===== src/rtl/pipeline_ctrl_pkg.sv =====
// Shared definitions for the pipeline interlock controller.
//   state_e        : RUN/HALT state encoding
//   CNT_W_DEFAULT  : default width of the performance counters
package pipeline_ctrl_pkg;

    typedef enum logic {
        ST_RUN  = 1'b0,
        ST_HALT = 1'b1
    } state_e;

    localparam int unsigned CNT_W_DEFAULT = 16;

endpackage


===== src/rtl/pipeline_interlock_ctrl_sat_counter.sv =====
// Saturating up-counter with synchronous clear.
//   clk    : clock, rising edge
//   rst_n  : asynchronous active-low reset (value -> 0)
//   inc    : count enable; holds at all-ones instead of wrapping
//   clr    : synchronous clear, wins over inc
//   value  : current count
module sat_counter #(
    parameter int unsigned W = 16
) (
    input  logic         clk,
    input  logic         rst_n,
    input  logic         inc,
    input  logic         clr,
    output logic [W-1:0] value
);

    logic [W-1:0] value_q;
    logic [W-1:0] value_d;

    always_comb begin
        value_d = value_q;
        if (clr) begin
            value_d = '0;
        end else if (inc && (value_q != '1)) begin
            value_d = value_q + W'(1);
        end
    end

    always_ff @(posedge clk or negedge rst_n) begin
        if (!rst_n) begin
            value_q <= '0;
        end else begin
            value_q <= value_d;
        end
    end

    assign value = value_q;

endmodule


===== src/rtl/pipeline_interlock_ctrl.sv =====
// Pipeline interlock controller: turns load-use stall and EX mispredict
// requests into PC / IF-ID / ID-EX enable and clear controls, runs the
// RUN/HALT syscall state machine, and keeps saturating performance counters
// plus a sticky watchdog for over-long stall runs.
//   CLK, RST_N          : clock, asynchronous active-low reset
//   Stall_PC_ID         : load-use stall request (same cycle)
//   Mispredict          : EX redirect (same cycle), beats Stall_PC_ID
//   Halt, Go            : enter HALT / resume pulse
//   CntClr              : synchronous clear of counters and Stall_Err
//   PC_EN, IFID_EN      : register load enables
//   IFID_CLR, IDEX_CLR  : bubble-insert clears
//   Halted, Stall_Err   : status
//   CycleCnt, StallCnt, FlushCnt : saturating counters
module pipeline_interlock_ctrl
    import pipeline_ctrl_pkg::*;
#(
    parameter int unsigned CNT_W     = CNT_W_DEFAULT,
    parameter int unsigned MAX_STALL = 4
) (
    input  logic             CLK,
    input  logic             RST_N,
    input  logic             Stall_PC_ID,
    input  logic             Mispredict,
    input  logic             Halt,
    input  logic             Go,
    input  logic             CntClr,
    output logic             PC_EN,
    output logic             IFID_EN,
    output logic             IFID_CLR,
    output logic             IDEX_CLR,
    output logic             Halted,
    output logic             Stall_Err,
    output logic [CNT_W-1:0] CycleCnt,
    output logic [CNT_W-1:0] StallCnt,
    output logic [CNT_W-1:0] FlushCnt
);

    // Wide enough to hold MAX_STALL+1, the saturation point of the run count.
    localparam int unsigned RUN_W = $clog2(MAX_STALL + 2);
    localparam logic [RUN_W-1:0] RUN_MAX = RUN_W'(MAX_STALL);
    localparam logic [RUN_W-1:0] RUN_SAT = RUN_W'(MAX_STALL + 1);

    state_e           state_q, state_d;
    logic [RUN_W-1:0] run_q, run_d;
    logic             err_q, err_d;

    logic in_run;
    logic flush_app;
    logic stall_app;

    always_comb begin
        in_run    = (state_q == ST_RUN);
        flush_app = in_run && Mispredict;
        stall_app = in_run && !Mispredict && Stall_PC_ID;

        state_d = state_q;
        run_d   = '0;
        err_d   = err_q;

        PC_EN    = 1'b1;
        IFID_EN  = 1'b1;
        IFID_CLR = 1'b0;
        IDEX_CLR = 1'b0;
        Halted   = 1'b0;

        // Outputs are forced to a safe value for as long as reset is held,
        // not just after the flops have cleared.
        if (!RST_N) begin
            PC_EN    = 1'b0;
            IFID_EN  = 1'b0;
            IFID_CLR = 1'b1;
            IDEX_CLR = 1'b1;
        end else if (!in_run) begin
            PC_EN    = 1'b0;
            IFID_EN  = 1'b0;
            IDEX_CLR = 1'b1;
            Halted   = 1'b1;
        end else if (Mispredict) begin
            IFID_CLR = 1'b1;
            IDEX_CLR = 1'b1;
        end else if (Stall_PC_ID) begin
            PC_EN    = 1'b0;
            IFID_EN  = 1'b0;
            IDEX_CLR = 1'b1;
        end

        unique case (state_q)
            ST_RUN:  if (Halt)         state_d = ST_HALT;
            ST_HALT: if (Go && !Halt)  state_d = ST_RUN;
            default:                   state_d = ST_RUN;
        endcase

        if (stall_app) begin
            run_d = (run_q >= RUN_SAT) ? RUN_SAT : run_q + RUN_W'(1);
        end

        if (CntClr) begin
            err_d = 1'b0;
        end else if (stall_app && (run_q >= RUN_MAX)) begin
            err_d = 1'b1;
        end
    end

    always_ff @(posedge CLK or negedge RST_N) begin
        if (!RST_N) begin
            state_q <= ST_RUN;
            run_q   <= '0;
            err_q   <= 1'b0;
        end else begin
            state_q <= state_d;
            run_q   <= run_d;
            err_q   <= err_d;
        end
    end

    assign Stall_Err = err_q;

    sat_counter #(.W(CNT_W)) u_cycle_cnt (
        .clk   (CLK),
        .rst_n (RST_N),
        .inc   (in_run),
        .clr   (CntClr),
        .value (CycleCnt)
    );

    sat_counter #(.W(CNT_W)) u_stall_cnt (
        .clk   (CLK),
        .rst_n (RST_N),
        .inc   (stall_app),
        .clr   (CntClr),
        .value (StallCnt)
    );

    sat_counter #(.W(CNT_W)) u_flush_cnt (
        .clk   (CLK),
        .rst_n (RST_N),
        .inc   (flush_app),
        .clr   (CntClr),
        .value (FlushCnt)
    );

endmodule


===== config.mk =====
export PLATFORM = sky130hd
export DESIGN_NAME = pipeline_interlock_ctrl
export DESIGN_NICKNAME = d
export VERILOG_FILES = /design/src/rtl/pipeline_ctrl_pkg.sv /design/src/rtl/pipeline_interlock_ctrl_sat_counter.sv /design/src/rtl/pipeline_interlock_ctrl.sv
export SDC_FILE = /design/constraint.sdc
export NUM_CORES = 1
export LEC_CHECK = 0
export ABC_AREA = 1
export CORE_MARGIN = 2
export CORE_UTILIZATION = 50
export CTS_BUF_LIST = sky130_fd_sc_hd__clkbuf_4 sky130_fd_sc_hd__clkbuf_8
export CTS_CLUSTER_SIZE = 30
export DETAILED_ROUTE_END_ITERATION = 8
export PLACE_DENSITY = 0.84
export REMOVE_ABC_BUFFERS = 1
export SETUP_SLACK_MARGIN = 0.4
export SLEW_MARGIN = 20
export SYNTH_ARGS = -nofsm -noshare
export SYNTH_HDL_FRONTEND = slang
export SYNTH_SLANG_ARGS = --single-unit

===== constraint.sdc =====
create_clock -name CLK -period 4.6 [get_ports CLK]
set_input_delay 0.69 -clock CLK [delete_from_list [all_inputs] [get_ports CLK]]
set_output_delay 0.69 -clock CLK [all_outputs]
set_load 0.02 [all_outputs]

Word level (Yosys, flattened, before mapping). Index checks and enable logic that the tools add are counted.

Order comparisons: 2. Eq/ne operators: 3. Add/subtract/negate cells: 4. Reduce and logical (&&, ||, !) cells: 14. Bitwise gates (word level): 1. Muxes and demuxes: 26.

Operators with widths (number): $mux W16 (6); $add A16 B1 Y16 const B (3); $ne A16 B16 Y1 const B (3); $mux W1 (17); $logic_and A1 B1 Y1 (8); $reduce_bool A2 Y1 (4); $ge A3 B3 Y1 const B (2); $mux W3 (2); $add A3 B1 Y3 const B (1); $logic_not A1 Y1 (2); $pmux W1 S2 (1); $not A1 Y1 (1).

Bits in registers: 53. Logic and storage cells: 56. Output and inout bits: 54.

Logic depth before layout (Yosys ltp). Gate-level depths: netlist of the first run.

Depth in word-level cells: 6. Mapped depth: 10.

Hierarchy. A second synthesis of the first run with hierarchy kept.

Cell total of the unflattened synthesis: 470. Area, all modules: 3405.8 um^2.

By module, submodules not included: sat_counter (seq. area each 400.4 um^2, times used 3, area an instance 1037.2 um^2, cells each 144); pipeline_interlock_ctrl (seq. area each 125.1 um^2, times used 1, area an instance 294.0 um^2, cells each 38).

Least setup slack after synthesis of the first run. No wires, ideal clock.

Kind: input-to-output. Start point: input Mispredict. End point: output PC_EN. Arrival: 1.354 ns. Stages on the path: 3. Data required time: 3.910 ns. Setup slack: 2.556 ns. Path through: inv_1 -> a21oi_1 -> buf_4.

Word-level cells in the longest chain between the ends: 3.

RTL lines: from (decl) (RTL line pipeline_interlock_ctrl.sv:23) `input logic Mispredict,`; $mux W1 (3 in a row); to (decl) (RTL line pipeline_interlock_ctrl.sv:27) `output logic PC_EN,`.

No other way between the ends.

Worst setup path in the final report of the first run.
Start point: input Mispredict. End point: output IFID_CLR.

Word-level cells in the longest chain between the ends: 3.

RTL lines: $mux W1 (RTL line pipeline_interlock_ctrl.sv:78) `end else if (Mispredict) begin`; $mux W1 (RTL line pipeline_interlock_ctrl.sv:73) `end else if (!in_run) begin`; $mux W1 (RTL line pipeline_interlock_ctrl.sv:68) `if (!RST_N) begin`; to (decl) (RTL line pipeline_interlock_ctrl.sv:29) `output logic IFID_CLR,`.

No other way between the ends.

==> qor.csv, run 1 <==
stage,metric,value,unit
timing,tightest_slew,0.816,ns
clock_tree,clkLatencyLatePin,0.31,ns
detailed_routing,firstDrtPassIters,5,
placement,io_buffers,60,
final_layout,layout-drive-gt1-share,5.76,%
worst_setup_path,r2r_slack,2.70,ns
global_route,track_usage,22.3,%
synth,ys_top_cells_by_count,"nand2_1 (184), inv_1 (61), nor2_1 (54), dfrtp_1 (53), nand3_1 (37)",
synth,yosys_warnings,0,
worst_setup_path,worstPathCellList,"clkdlybuf4s50_1, inv_1, nor2_1, inv_1, nand2_1, clkdlybuf4s50_1",
clock_tree,cts-root-buf,clkbuf_8,
clock_tree,cts_tree,done,
global_route,grt_pass1_vias,3153,
clock_tree,hold_buffers,0,
timing,min_period,3.00,ns
global_route,antenna_found_initial,0,
min_path,hold_path.class,input port to asynchronous set/reset pin,
synth,synth_flop_cell,dfrtp_1,
synth,syn_avg_cell_area,6.94,um^2
placement,dp_hpwl,5.92,mm
synth,synth_area,0.00344,mm^2
worst_setup_path,crit_arrival,2.31,ns
detailed_routing,drt_iter0_markers,172,
detailed_routing,route.detailed.drc,0,
synth,synth_most_common_cell,nand2_1,
final_layout,utilization,62.0,%
power_and_ir_drop,peakVddDrop,117,uV
floorplanning,io_pins,61,
floorplanning,die_x,86.9,um
synth,synthArstFlopShare,100,%
power_and_ir_drop,p_per_area,195,mW/mm^2
synth,synth.distinct_cells,29,
synth,synth-edff-count,0,
power_and_ir_drop,cellLeakagePower,2.05,nW
timing,fin_crit_sh,65.2,%
synth,yosysSeqAreaShare,38.6,%
clock_tree,clock-sinks,53,
worst_setup_path,worstSetupPathType,input port to output pin,
timing,hold_violations,0,
power_and_ir_drop,p_comb_share,8.9,%
worst_setup_path,crit_fanout,4,
timing,skew,0.00405,ns
run_status,run_status,"finished, final reports clean",
timing,relSlewSlack,45.2,%
floorplanning,die_y,86.9,um
clock_tree,htree_num_levels,2,
detailed_routing,viasPerCell,5.35,
power_and_ir_drop,swShare,25.8,%
final_layout,diodes,0,
worst_setup_path,start_kind,input port,
detailed_routing,wl_per_cell,12.7,um
power_and_ir_drop,clkPwrFrac,32.8,%
clock_tree,post-cts-setup-buffer-count,0,
floorplanning,start_util,51.2,%
clock_tree,numCtsBuffers,5,
clock_tree,cts.path.max_buffers,2,
floorplanning,num_rows,30,
global_route,grt_overflow_total,0,
detailed_routing,ant_nets,0,
final_layout,fin_nets,567,
power_and_ir_drop,p_int,0.604,mW
synth,synth_area_leaders,"dfrtp_1 (39%), nand2_1 (20%), inv_1 (6.7%)",
synth,yosysTopAreaCell,dfrtp_1,
global_route,grt_pass1_wl,13.8,mm
placement,place_congestion,0.911,
clock_tree,clkTransAtPathRegs,0.09,ns
worst_setup_path,cp-end-kind,output pin,
timing,fmax,333,MHz
synth,synth_top_area_share,38.6,%
power_and_ir_drop,p_seq_share,58.4,%
timing,rsz0062_at_grt,false,
job,maxCapViolCount,0,
final_layout,area_delta_synth_final,21.3,%
clock_tree,cts_resized,0,
worst_setup_path,max_stage_delay,0.61,ns
floorplanning,die_area,0.00755,mm^2
floorplanning,core,0.00672,mm^2
synth,synth-seq-cells,53,
timing,final.setup.tns,0,ns
worst_setup_path,crit_slowest_cell,clkdlybuf4s50_1,
timing,drv_slew,0,
worst_setup_path,required,3.91,ns
power_and_ir_drop,p_sw,0.210,mW
detailed_routing,wl,8.10,mm
timing,final-setup-viol-count,0,
global_route,grt_max_degree,34,
detailed_routing,vias,3405,
synth,synthCells,495,
cell type report:
class	instances	area (um^2)
Tap cell	80	100
Clock buffer	6	76.3
Timing Repair Buffer	62	611
Clock inverter	2	10.0
Sequential cell	53	1330
Inverter	63	236
Multi-Input combinational cell	370	1810
Fill cell	597	2550
stage by stage:
step / hold WS [ns] / cells / power (mW) / worst slack [ns] / area [um^2]
after floorplan: 0.394 / 486 / 0.518 / 2.55 / 3370
after global placement: 0.462 / 628 / 0.555 / 1.61 / 4080
after detailed placement: 0.471 / 628 / 0.557 / 1.61 / 4080
after CTS: 0.453 / 636 / 0.819 / 1.59 / 4170
after global routing: 0.474 / 636 / 0.843 / 1.48 / 4170
final: 0.424 / 636 / 0.814 / 1.60 / 4170
sequential cells by signal (all words and copies together), names as in the netlist:
name / count
state_q: 1
run_q: 3
Stall_Err: 1
u_cycle_cnt.value: 16
u_stall_cnt.value: 16
u_flush_cnt.value: 16
final timing paths:
path | start | endpoint | depth (start not counted)
worst max-delay path | Mispredict | IFID_CLR | 6
worst min-delay path | RST_N | u_flush_cnt.value[6] | 1
worst max register to register | u_cycle_cnt.value[0] | u_cycle_cnt.value[11] | 8
worst min register to register | run_q[2] | run_q[2] | 1
max in group asynchronous | RST_N | u_stall_cnt.value[13] | 2
min in group CLK | run_q[2] | run_q[2] | 1
metal layers:
layer,up-vias,wire length (um),track usage [%]
met1,1586,3510,30.2
met5,-,0,0
met3,14,447,3.13
li1,1684,-,-
met2,121,3960,36.5
met4,0,179,7.95
power by group through the flow:
stage	clock, mW	sequential (mW)	combinational [mW]
6_report	0.267	0.475	0.0720
5_1_grt	0.288	0.476	0.0794
4_1_cts	0.271	0.475	0.0733
2_1_floorplan	0	0.486	0.0317
3_3_place_gp	0	0.484	0.0713
3_5_place_dp	0	0.484	0.0728
kinds of logic (layout without fill, tap and decap cells):
kind of cell	Yosys count	after routing	share of synthesized area [%]
AO/OA/AOI/OAI	22	22	3.68
XOR/XNOR	13	13	3.31
adder cells (fa/ha/maj)	5	5	1.82
buffers and inverters	72	133	8.77
flip-flops	53	53	38.6
AND/OR/NAND/NOR	330	330	43.8
layout by cell type (no fill, tap or decap):
cell	n
a31oi_1	1
nor3_1	5
xnor2_1	2
clkinv_1	1
nor2_1	54
nand4_1	29
inv_2	1
clkbuf_4	1
buf_2	1
nand3_2	1
clkdlybuf4s50_1	59
inv_1	61
nand2_4	1
nand2_2	2
nor2_2	5
o21a_1	1
ha_1	5
nor2_4	7
nand3_1	37
o21bai_1	5
clkbuf_8	5
xor2_1	11
nor2_8	3
o21ai_0	9
a21oi_1	6
nand2_1	184
dfrtp_1	53
nand3b_1	1
clkinv_2	2
nor3_2	1
buf_4	2
worst max-delay path, delay by kind of cell:
kind | cells | cell delay [ns]
buffers and inverters | 4 | 1.34
AND/OR/NAND/NOR | 2 | 0.28
No activity file was read; power rests on OpenSTA's default activity.
==> run 2: changes to the inputs <==
- clock period: 4.6 -> 3.1 ns (I/O delays scaled with it)
==> run 2 against run 1 <==
  * Wire length shrank 2.0%
  * Sequential power grew 48%
  * First-iteration DRC count grew 5.2%
  * Die area is the same
  * Critical endpoint unchanged
  * Worst setup slack lost 1.0 ns
  * Hold slack lost 0.32 ns
==> qor.csv, run 2 (synthesis gave the netlist of run 1 again) <==
stage,metric,value,unit
run_status,run_status,"finished, final reports clean",
timing,relSlewSlack,48.5,%
placement,dp.cells,630,
detailed_routing,ant_nets,0,
power_and_ir_drop,p_seq_share,57.5,%
clock_tree,htree_num_levels,2,
worst_setup_path,crit_start,Mispredict,
worst_setup_path,cp-end-kind,output pin,
placement,io_buffers,60,
worst_setup_path,crit_fanout,4,
global_route,grtUsageMet1,29.0,%
detailed_routing,vias,3370,
final_layout,final_cells,638,
clock_tree,cts_tree,done,
worst_setup_path,worstPathCellList,"clkdlybuf4s50_1, inv_1, nor2_1, inv_1, nand2_1, clkdlybuf4s50_1",
timing,fin_crit_sh,81.8,%
floorplanning,io_pins,61,
global_route,grt_max_degree,23,
global_route,use_met2,36.8,%
timing,drv_slew,0,
timing,setup_ws,0.565,ns
global_route,met3_usage,3.03,%
timing,fmax,395,MHz
final_layout,area_delta_synth_final,21.9,%
detailed_routing,viasPerCell,5.28,
clock_tree,cts-root-buf,clkbuf_8,
global_route,antenna_found_initial,0,
worst_setup_path,required,2.63,ns
power_and_ir_drop,p_sw,0.305,mW
detailed_routing,firstDrtPassIters,5,
final_layout,fillCellCount,598,
job,maxCapViolCount,0,
worst_setup_path,rr_worst_depth,8,
worst_setup_path,start_kind,input port,
floorplanning,die_y,86.9,um
detailed_routing,route.detailed.drc,0,
worst_setup_path,crit_arrival,2.07,ns
worst_setup_path,max_stage_delay,0.59,ns
clock_tree,clkLatencyLatePin,0.30,ns
worst_setup_path,worstSetupPathType,input port to output pin,
global_route,grt_pass1_wl,13.5,mm
clock_tree,cts.path.max_buffers,2,
detailed_routing,wl_per_cell,12.4,um
power_and_ir_drop,p_comb_share,8.9,%
power_and_ir_drop,p_int,0.919,mW
worst_setup_path,crit_slowest_cell,clkdlybuf4s50_1,
clock_tree,numCtsBuffers,5,
timing,hold_violations,0,
clock_tree,clock-sinks,53,
worst_setup_path,r2r-start,u_cycle_cnt.value[0],
floorplanning,core,0.00672,mm^2
power_and_ir_drop,peakVddDrop,163,uV
clock_tree,post-cts-setup-buffer-count,0,
power_and_ir_drop,clkPwrFrac,33.6,%
global_route,track_usage,22.0,%
global_route,top_usage_layer,met2,
worst_setup_path,r2r_slack,1.22,ns
final_layout,layout-drive-gt1-share,6.09,%
timing,skew,0.00353,ns
final_layout,most-common-layout-cells,"nand2_1 (184), inv_1 (61), clkdlybuf4s50_1 (59), nor2_1 (54), dfrtp_1 (53)",
timing,min_period,2.53,ns
power_and_ir_drop,cellLeakagePower,2.06,nW
clock_tree,cts_resized,0,
timing,final.setup.tns,0,ns
detailed_routing,wl,7.94,mm
power_and_ir_drop,p_per_area,292,mW/mm^2
final_layout,fin_nets,569,
placement,place_congestion,0.958,
floorplanning,num_rows,30,
clock_tree,clkTransAtPathRegs,0.09,ns
global_route,grt_overflow_total,0,
final_layout,diodes,0,
detailed_routing,drt_iter0_markers,181,
power_and_ir_drop,swShare,24.9,%
floorplanning,die_area,0.00755,mm^2
timing,whs,0.103,ns
placement,dp_hpwl,5.93,mm
floorplanning,start_util,51.2,%
final_layout,final_common_cell,nand2_1,
timing,final-setup-viol-count,0,
min_path,hold_path.class,input port to asynchronous set/reset pin,
global_route,grt_pass1_vias,3104,
clock_tree,hold_buffers,0,
final_layout,utilization,62.3,%
worst_setup_path,r2r_end,u_cycle_cnt.value[1],
placement,dp_slack,0.575,ns
timing,tightest_slew,0.766,ns
timing,rsz0062_at_grt,false,
floorplanning,die_x,86.9,um
-- run 2: worst max path at each step --
stage	endpoint	slack (ns)	depth (start not counted)
after floorplan	IFID_EN	1.39	3
after global placement	IFID_CLR	0.60	6
after detailed placement	IFID_CLR	0.58	6
after CTS	IFID_CLR	0.57	6
after global routing	IFID_CLR	0.43	6
final	IFID_CLR	0.57	6
-- run 2: through the flow --
step                instance area, um^2  total power [mW]
floorplan                          3370             0.768
global placement                   4100             0.826
detailed placement                 4100             0.828
CTS                                4190              1.24
global route                       4190              1.27
finish                             4190              1.22
-- run 2: power groups by stage --
stage	clock network (mW)	logic [mW]	registers, mW
after floorplan	0	0.0471	0.721
after global placement	0	0.108	0.718
final	0.411	0.109	0.705
after CTS	0.422	0.110	0.705
after global routing	0.440	0.121	0.706
after detailed placement	0	0.110	0.718
-- run 2: final cells by class --
type,count,area [um^2],share of cell area [%]
Tap cell,80,100,2.39
Sequential cell,53,1330,31.7
Inverter,63,236,5.65
Timing Repair Buffer,64,626,14.9
Clock buffer,8,91.3,2.18
Multi-Input combinational cell,370,1810,43.2
-- run 2: worst max-delay path: cells and delay by family --
family                 cells  cell delay [ns]
buffers and inverters      4             1.32
AND/OR/NAND/NOR            2             0.27
-- run 2: layer usage --
metal  part of all wire [%]  vias to the layer above  routed length (um)
met5                      0                        -                   0
met4                    2.1                        0                 163
met3                    4.9                       21                 389
met2                     48                       97                3820
met1                     45                     1571                3570
li1                       -                     1681                   -
==> run 3: changes to the inputs <==
- clock period: 3.1 -> 2.64 ns (I/O delays scaled with it)
==> run 3 against run 2 <==
  * Combinational power increased by 20%
  * Non-clock buffer count increased by 3
  * Global-route usage increased by 1.2 points
  * Critical endpoint is now IDEX_CLR
  * Highest routed layer unchanged
==> qor.csv, run 3 (synthesis gave the netlist of run 1 again) <==
stage,metric,value,unit
timing,final.setup.tns,0,ns
power_and_ir_drop,peakVddDrop,190,uV
detailed_routing,drt_iter0_markers,222,
clock_tree,cts_tree,done,
clock_tree,htree_num_levels,2,
worst_setup_path,cp_top_family,buffers and inverters,
detailed_routing,firstDrtPassIters,5,
global_route,track_usage,23.2,%
detailed_routing,vias,3422,
job,maxCapViolCount,0,
detailed_routing,wl,8.41,mm
timing,rsz0062_at_grt,false,
worst_setup_path,worstPathCellList,"clkdlybuf4s50_1, nor2_1, nand3_1, clkdlybuf4s50_1",
global_route,grt_pass1_vias,3273,
detailed_routing,viasPerCell,5.34,
timing,min_period,2.10,ns
timing,setup_ws,0.539,ns
worst_setup_path,worstSetupPathType,input port to output pin,
final_layout,diodes,0,
global_route,antenna_found_initial,0,
timing,drv_slew,0,
run_status,run_status,"finished, final reports clean",
worst_setup_path,start_kind,input port,
placement,io_buffers,60,
floorplanning,die_area,0.00755,mm^2
floorplanning,start_util,51.2,%
floorplanning,die_x,86.9,um
floorplanning,core,0.00672,mm^2
worst_setup_path,required,2.24,ns
floorplanning,die_y,86.9,um
detailed_routing,ant_nets,0,
timing,tightest_slew,0.576,ns
floorplanning,num_rows,30,
clock_tree,cts-root-buf,clkbuf_8,
placement,dp_slack,0.265,ns
placement,dp.cells,633,
clock_tree,clock-sinks,53,
worst_setup_path,rr_worst_depth,9,
worst_setup_path,crit_fanout,3,
clock_tree,cts.path.max_buffers,2,
global_route,grt_overflow_total,0,
timing,relSlewSlack,61.4,%
timing,skew,0.0101,ns
detailed_routing,wl_per_cell,13.1,um
final_layout,layout-drive-gt1-share,6.77,%
worst_setup_path,r2r-start,u_stall_cnt.value[0],
floorplanning,io_pins,61,
global_route,grt_max_degree,26,
clock_tree,numCtsBuffers,5,
final_layout,most-common-layout-cells,"nand2_1 (184), inv_1 (61), clkdlybuf4s50_1 (56), nor2_1 (54), dfrtp_1 (52)",
placement,place_congestion,0.929,
final_layout,final_cells,641,
worst_setup_path,critPathMostFrequentCell,clkdlybuf4s50_1,
power_and_ir_drop,p_per_area,343,mW/mm^2
global_route,grt_pass1_wl,14.3,mm
worst_setup_path,crit_slowest_cell,clkdlybuf4s50_1,
worst_setup_path,crit_arrival,1.71,ns
placement,dp_hpwl,6.26,mm
worst_setup_path,r2r_slack,0.78,ns
worst_setup_path,cp.buffers_inverters,2,
clock_tree,clkLatencyLatePin,0.31,ns
worst_setup_path,max_stage_delay,0.61,ns
detailed_routing,route.detailed.drc,0,
timing,fmax,476,MHz
final_layout,area_delta_synth_final,22.5,%
final_layout,final_common_cell,nand2_1,
timing,final-setup-viol-count,0,
clock_tree,post-cts-setup-buffer-count,0,
min_path,hold_path.class,input port to asynchronous set/reset pin,
power_and_ir_drop,cellLeakagePower,2.09,nW
clock_tree,clkTransAtPathRegs,0.10,ns
timing,hold_violations,0,
final_layout,fin_nets,572,
worst_setup_path,r2r_end,u_stall_cnt.value[7],
worst_setup_path,cp-end-kind,output pin,
timing,fin_crit_sh,79.6,%
==> run 3: layer usage <==
layer	global-route usage (%)	wire length (um)	vias to the layer above
li1	-	-	1689
met4	6.82	102	0
met2	39.2	4080	110
met1	30.6	3820	1613
met5	0	0	-
met3	3.98	408	10
==> run 3: layout make-up <==
class / count / area [um^2]
fillers: 596 / 2510
repair buffers: 67 / 644
flip-flops and latches: 53 / 1330
clock buffers: 8 / 91.3
inverters: 63 / 236
well taps: 80 / 100
multi-input cells: 370 / 1810
==> run 3: worst max-delay path by stage <==
| stage | from | end | slack [ns] | cells past startpoint |
|---|---|---|---|---|
| 2_1_floorplan | state_q | IFID_EN | 1.0 | 3 |
| 3_3_place_gp | Mispredict | IFID_CLR | 0.28 | 6 |
| 3_5_place_dp | Mispredict | IFID_CLR | 0.27 | 6 |
| 4_1_cts | state_q | IDEX_CLR | 0.49 | 3 |
| 5_1_grt | Mispredict | IFID_CLR | 0.44 | 6 |
| 6_report | Stall_PC_ID | IDEX_CLR | 0.54 | 4 |
==> run 3: power breakdown <==
part / switching, mW / leakage, nW / internal (mW) / total (mW)
Combinational: 0.0874 / 1.30 / 0.0433 / 0.131
Clock: 0.266 / 0.0498 / 0.220 / 0.486
Sequential: 0.00985 / 0.735 / 0.817 / 0.827
Total: 0.363 / 2.09 / 1.08 / 1.44
==> run 3: stage by stage <==
step | cell area, um^2 | total power, mW | util (%) | hold slack [ns]
after global placement | 4120 | 0.974 | 61.3 | 0.423
after detailed placement | 4120 | 0.976 | 61.3 | 0.424
after global routing | 4210 | 1.50 | 62.6 | 0.0988
after CTS | 4210 | 1.45 | 62.6 | 0.0856
final | 4210 | 1.44 | 62.6 | 0.0815
after floorplan | 3370 | 0.902 | - | 0.100
==> run 3: timing repair <==
action	CTS	global route
gates resized for setup	3	1
setup endpoints to repair	3	1
hold buffers	0	0
cloned	0	0
